$ cat src/rtl/ram_master_pkg.sv
// ram_master_pkg: shared defaults and enumerations for the RAM burst master.
//   ADDR_WIDTH_DEFAULT / DATA_WIDTH_DEFAULT : default RAM address / data widths
//   op_e    : burst direction carried on cmd_op
//   state_e : burst controller states
package ram_master_pkg;

  localparam int ADDR_WIDTH_DEFAULT = 16;
  localparam int DATA_WIDTH_DEFAULT = 8;

  typedef enum logic {
    OP_READ  = 1'b0,
    OP_WRITE = 1'b1
  } op_e;

  typedef enum logic [1:0] {
    IDLE      = 2'd0,
    WRITE     = 2'd1,
    READ_ADDR = 2'd2,
    READ_DATA = 2'd3
  } state_e;

endpackage

$ cat src/rtl/ram_master.sv
// ram_master: turns burst commands into single-port RAM accesses.
//
// Ports
//   clk, rst_p                       clock, synchronous active-high reset
//   cmd_valid/cmd_ready              command handshake
//   cmd_op, cmd_addr, cmd_len        direction, start address, beats minus one
//   wr_valid/wr_ready/wr_data        write-data stream (accepted in WRITE)
//   rd_valid/rd_ready/rd_data        read-data stream (offered in READ_DATA)
//   ram_addr/ram_data_in/ram_rdn_wr  registered RAM controls (ram_rdn_wr: 0 read, 1 write)
//   ram_data_out                     RAM read data, combinational w.r.t. ram_addr
//   busy                             high while a burst is active
//   err                              one-cycle pulse on a rejected command
//
// Build option
//   RAM_MASTER_WRAP_ERR_EN : when defined, a command whose burst would run past
//   the top of the address space is consumed, flagged on err and not executed.
//   When undefined err is tied low and bursts wrap modulo 2**ADDR_WIDTH.
module ram_master
  import ram_master_pkg::*;
#(
  parameter int ADDR_WIDTH = ADDR_WIDTH_DEFAULT,
  parameter int DATA_WIDTH = DATA_WIDTH_DEFAULT
) (
  input  logic                  clk,
  input  logic                  rst_p,
  input  logic                  cmd_valid,
  output logic                  cmd_ready,
  input  logic                  cmd_op,
  input  logic [ADDR_WIDTH-1:0] cmd_addr,
  input  logic [ADDR_WIDTH-1:0] cmd_len,
  input  logic                  wr_valid,
  output logic                  wr_ready,
  input  logic [DATA_WIDTH-1:0] wr_data,
  output logic                  rd_valid,
  input  logic                  rd_ready,
  output logic [DATA_WIDTH-1:0] rd_data,
  output logic [ADDR_WIDTH-1:0] ram_addr,
  output logic [DATA_WIDTH-1:0] ram_data_in,
  output logic                  ram_rdn_wr,
  input  logic [DATA_WIDTH-1:0] ram_data_out,
  output logic                  busy,
  output logic                  err
);

  state_e                  state, state_nxt;
  logic [ADDR_WIDTH-1:0]   cur_addr;
  logic [ADDR_WIDTH-1:0]   remaining;
  logic                    cmd_fire, wr_fire, rd_fire, last_beat, wrap_bad;

  // Ready signals are gated by rst_p so nothing is accepted at a reset edge
  // and cmd_ready reads 0 for the whole reset interval.
  assign cmd_ready = (state == IDLE)  && !rst_p;
  assign wr_ready  = (state == WRITE) && !rst_p;
  assign busy      = (state != IDLE);

  assign cmd_fire  = cmd_valid && cmd_ready;
  assign wr_fire   = wr_valid  && wr_ready;
  assign rd_fire   = rd_valid  && rd_ready;
  assign last_beat = (remaining == '0);

`ifdef RAM_MASTER_WRAP_ERR_EN
  // Carry out of start+len means the burst would cross the top address.
  logic [ADDR_WIDTH:0] end_addr;
  assign end_addr = {1'b0, cmd_addr} + {1'b0, cmd_len};
  assign wrap_bad = end_addr[ADDR_WIDTH];

  always_ff @(posedge clk) begin
    if (rst_p) err <= 1'b0;
    else       err <= cmd_fire && wrap_bad;
  end
`else
  assign wrap_bad = 1'b0;
  assign err      = 1'b0;
`endif

  always_comb begin
    state_nxt = state;
    unique case (state)
      IDLE: begin
        if (cmd_fire && !wrap_bad)
          state_nxt = (op_e'(cmd_op) == OP_WRITE) ? WRITE : READ_ADDR;
      end
      WRITE: begin
        if (wr_fire && last_beat) state_nxt = IDLE;
      end
      READ_ADDR: state_nxt = READ_DATA;
      READ_DATA: begin
        if (rd_fire) state_nxt = last_beat ? IDLE : READ_ADDR;
      end
      default: state_nxt = IDLE;
    endcase
  end

  always_ff @(posedge clk) begin
    if (rst_p) begin
      state       <= IDLE;
      cur_addr    <= '0;
      remaining   <= '0;
      ram_addr    <= '0;
      ram_data_in <= '0;
      ram_rdn_wr  <= 1'b0;
      rd_data     <= '0;
      rd_valid    <= 1'b0;
    end else begin
      state      <= state_nxt;
      ram_rdn_wr <= 1'b0;
      unique case (state)
        IDLE: begin
          if (cmd_fire) begin
            cur_addr  <= cmd_addr;
            remaining <= cmd_len;
          end
        end
        WRITE: begin
          if (wr_fire) begin
            ram_addr    <= cur_addr;
            ram_data_in <= wr_data;
            ram_rdn_wr  <= 1'b1;
            cur_addr    <= cur_addr + ADDR_WIDTH'(1);
            remaining   <= remaining - ADDR_WIDTH'(1);
          end
        end
        READ_ADDR: ram_addr <= cur_addr;
        READ_DATA: begin
          // First cycle in READ_DATA the RAM shows the addressed word; capture
          // it once and hold it until the consumer takes it.
          if (!rd_valid) begin
            rd_data  <= ram_data_out;
            rd_valid <= 1'b1;
          end else if (rd_ready) begin
            rd_valid  <= 1'b0;
            cur_addr  <= cur_addr + ADDR_WIDTH'(1);
            remaining <= remaining - ADDR_WIDTH'(1);
          end
        end
        default: ;
      endcase
    end
  end

endmodule
$ cat config.mk
export PLATFORM = sky130hd
export DESIGN_NAME = ram_master
export DESIGN_NICKNAME = d
export VERILOG_FILES = /design/src/rtl/ram_master_pkg.sv /design/src/rtl/ram_master.sv
export SDC_FILE = /design/constraint.sdc
export NUM_CORES = 1
export LEC_CHECK = 0
export CAP_MARGIN = 20
export CORE_MARGIN = 2
export CORE_UTILIZATION = 40
export DETAILED_ROUTE_END_ITERATION = 8
export PLACE_DENSITY = 0.71
export SKIP_LAST_GASP = 1
export SLEW_MARGIN = 20
export SYNTH_ARGS = -nofsm -noshare
export SYNTH_HDL_FRONTEND = slang
export SYNTH_SLANG_ARGS = --single-unit
$ cat constraint.sdc
create_clock -name clk -period 1.66 [get_ports clk]
set_input_delay 0.166 -clock clk [delete_from_list [all_inputs] [get_ports clk]]
set_output_delay 0.166 -clock clk [all_outputs]
set_load 0.01 [all_outputs]
==> flow_metrics.py <==
metrics = {
    "floorplan": {
        "ios": 92,
        "die_w_um": 95.92,
        "dieArea_mm2": 0.009200,
        "fp-row-count": 33,
        "start_util_pct": 41.13,
        "core_mm2": 0.008217,
        "die-height_um": 95.92,
    },
    "clocking": {
        "cts.clk_slew.worst_paths_ps": 80,
        "root_buffer": "clkbuf_8",
        "clock_sinks": 68,
        "ctsHoldBuffers": 0,
        "numCtsBuffers": 9,
        "cts-htree-levels": 3,
        "tritoncts": "done",
        "worst_skew_pair.late_latency_ps": 350,
        "cts_max_path_buffers": 2,
    },
    "critical_path": {
        "endpoint_kind": "flop",
        "r2r-end": "cur_addr[15]$_SDFFE_PP0P_",
        "required_ps": 1940,
        "cp.arrival_ps": 1980,
        "timing.rr.start": "cur_addr[7]$_SDFFE_PP0P_",
        "reg2reg_depth": 4,
        "start_kind": "flop",
        "cp_max_fo": 2,
        "reg2reg_setup_slack_ps": -40,
        "crit_type": "reg -> reg",
    },
    "drt": {
        "drc_errors": 0,
        "dr.pass1.iters": 5,
        "drtIter0Drc": 222,
        "wl_um": 10200,
        "vias": 3649,
        "ant_nets": 0,
        "routedWlPerCell_um": 15.48,
        "viasPerCell": 5.537,
    },
    "timing": {
        "drv_slew": 0,
        "setup_tns_ps": -58.29,
        "setup_slack_ps": -41.73,
        "setup_viol": 2,
        "min_period_ps": 1702,
        "whs_ps": 267.4,
        "rsz0062_at_grt": "true",
        "post-route-period-util_pct": 102.5,
        "fmaxAchievable_mhz": 587.6,
        "final_hold_viol_count": 0,
        "skew_ps": 11.11,
    },
    "grt": {
        "grt_pass1_vias": 3434,
        "grt_pass1_wl_um": 16380,
        "grt_max_degree": 45,
        "gr-total-overflow": 0,
        "antenna_found_initial": 0,
        "grt_use_total_pct": 22.66,
    },
    "cells_and_area": {
        "final_common_cell": "clkdlybuf4s50_1",
        "n_antenna_cell": 0,
        "drive_gt1_share_pct": 18.23,
        "final_area_mm2": 0.005111,
        "layout_common_cells": "clkdlybuf4s50_1, dfxtp_1, nand2_1",
        "fin_nets": 605,
        "fin_util_pct": 62.21,
        "syn2layout_area_growth_pct": 51.24,
    },
    "yosys": {
        "synth_area_per_cell_um2": 8.008,
        "syn_inst": 422,
        "synth_ff_type": "dfxtp_1",
        "synth_top_area_share_pct": 40.28,
        "synth.ff_latch_count": 68,
        "async_flop_share_pct": 0,
        "ys_top_cells_by_area": "dfxtp_1, nand2_1, a21oi_1, mux2i_1, o21ai_0",
        "synth_enable_flop_cells": 0,
        "yosysTopAreaCell": "dfxtp_1",
        "syn_area_mm2": 0.003379,
        "yosysWarnings": 0,
        "seq_area_frac_synth_pct": 40.28,
        "synth_nets": 478,
        "synth_cell_types": 57,
    },
    "pwr": {
        "vdd_drop_max_uv": 527.0,
        "p_per_area_mw_per_mm2": 913.9,
        "leakage_nw": 1.981,
    },
    "hold_path": {
        "hold_class": "in -> reg",
        "hold_path_startpoint": "rst_p",
        "holdPathEnd": "remaining[12]$_SDFFE_PP0P_",
        "hold-path-cell-count": 3,
    },
    "placed_design": {
        "place_congestion": 0.8426,
        "place_area_mm2": 0.004726,
        "dp_hpwl_um": 7333,
        "portBuffers": 90,
    },
    "status": {
        "violations": "negative setup slack",
        "outcome": "complete, but fails checks",
    },
    "run": {
        "maxCapViolCount": 0,
    },
}
[logic make-up after synthesis]
family / count (synthesis) / share of synthesized area [%]
muxes: 20 / 5.961
other: 1 / 0.1110
and+or+nand+nor: 158 / 23.32
DFF: 68 / 40.28
AOI/OAI and AO/OA: 125 / 23.77
adders and majority gates: 2 / 0.7403
buffers and inverters: 48 / 5.813
[synth_stat cells (5+ instances only)]
cell type / count
a21oi_1: 41
inv_1: 17
nand4_1: 9
buf_2: 10
nor4_1: 7
o21ai_0: 27
nand2_1: 56
nor2_1: 30
dfxtp_1: 68
nor3_1: 14
clkbuf_1: 17
nor2b_1: 8
mux2i_1: 19
a2bb2oi_1: 6
o32ai_1: 5
nand3_1: 10
[per-layer routing]
layer / vias to the layer above / track usage, % / part of all wire (%)
li1: 1788 / - / -
met1: 1724 / 29.03 / 44
met2: 123 / 37.12 / 48
met3: 14 / 6.578 / 6.6
met4: 0 / 6.429 / 1.5
met5: - / 0 / 0
[report_power, final]
part | internal (W) | leakage [nW] | switching [W]
Sequential | 0.00173 | 0.556 | 0.0000850
Combinational | 0.000585 | 1.30 | 0.000567
Clock | 0.00104 | 0.122 | 0.000669
[area by class of cell]
type	count	area (µm²)
repair buffers	147	1369
fillers	739	3105
multi-input cells	306	1926
well taps	105	131.4
flip-flops and latches	68	1373
clock inverters	6	111.4
inverters	17	63.81
clock buffers	10	137.6
[sequential cells by signal, indices dropped and copies added, names as in the netlist]
name and cells:
cur_addr 16, ram_addr 16, ram_data_in 8, ram_rdn_wr 1
rd_data 8, rd_valid 1, remaining 16, state 2
[worst max-delay path, cell delays in order (launching register included)]
cell     delay (ps)
dfxtp_2         330
nand4_1         160
or4_4           560
or4_1           400
a31oi_1         170
[worst max path at each step]
stage / start / endpoint / slack (ps) / cells past startpoint
2_1_floorplan: cur_addr[5]$_SDFFE_PP0P_ / cur_addr[15]$_SDFFE_PP0P_ / -30 / 5
5_1_grt: state[1]$_SDFFE_PP0P_ / busy / -70 / 4
3_3_place_gp: wr_valid / ram_addr[7]$_SDFFE_PP0P_ / -400 / 5
4_1_cts: state[0]$_SDFFE_PP0P_ / busy / -80 / 4
3_5_place_dp: wr_valid / ram_addr[8]$_SDFFE_PP0P_ / -470 / 5
6_report: cur_addr[7]$_SDFFE_PP0P_ / cur_addr[15]$_SDFFE_PP0P_ / -40 / 4
[through the flow]
step,cells,setup WS [ps],power [W]
after floorplan,422,-29.96,0.002428
after global placement,642,-396.9,0.002902
after detailed placement,642,-474.5,0.002919
after CTS,658,-79.89,0.004639
after global routing,659,-71.50,0.004891
final,659,-41.73,0.004671
[repair_timing]
action	in CTS	in global routing
endpoints found under the setup margin	34	22
pin swaps	1	2
resized for setup	18	18
buffers inserted	0	1
(Power assumes the default switching activity.)
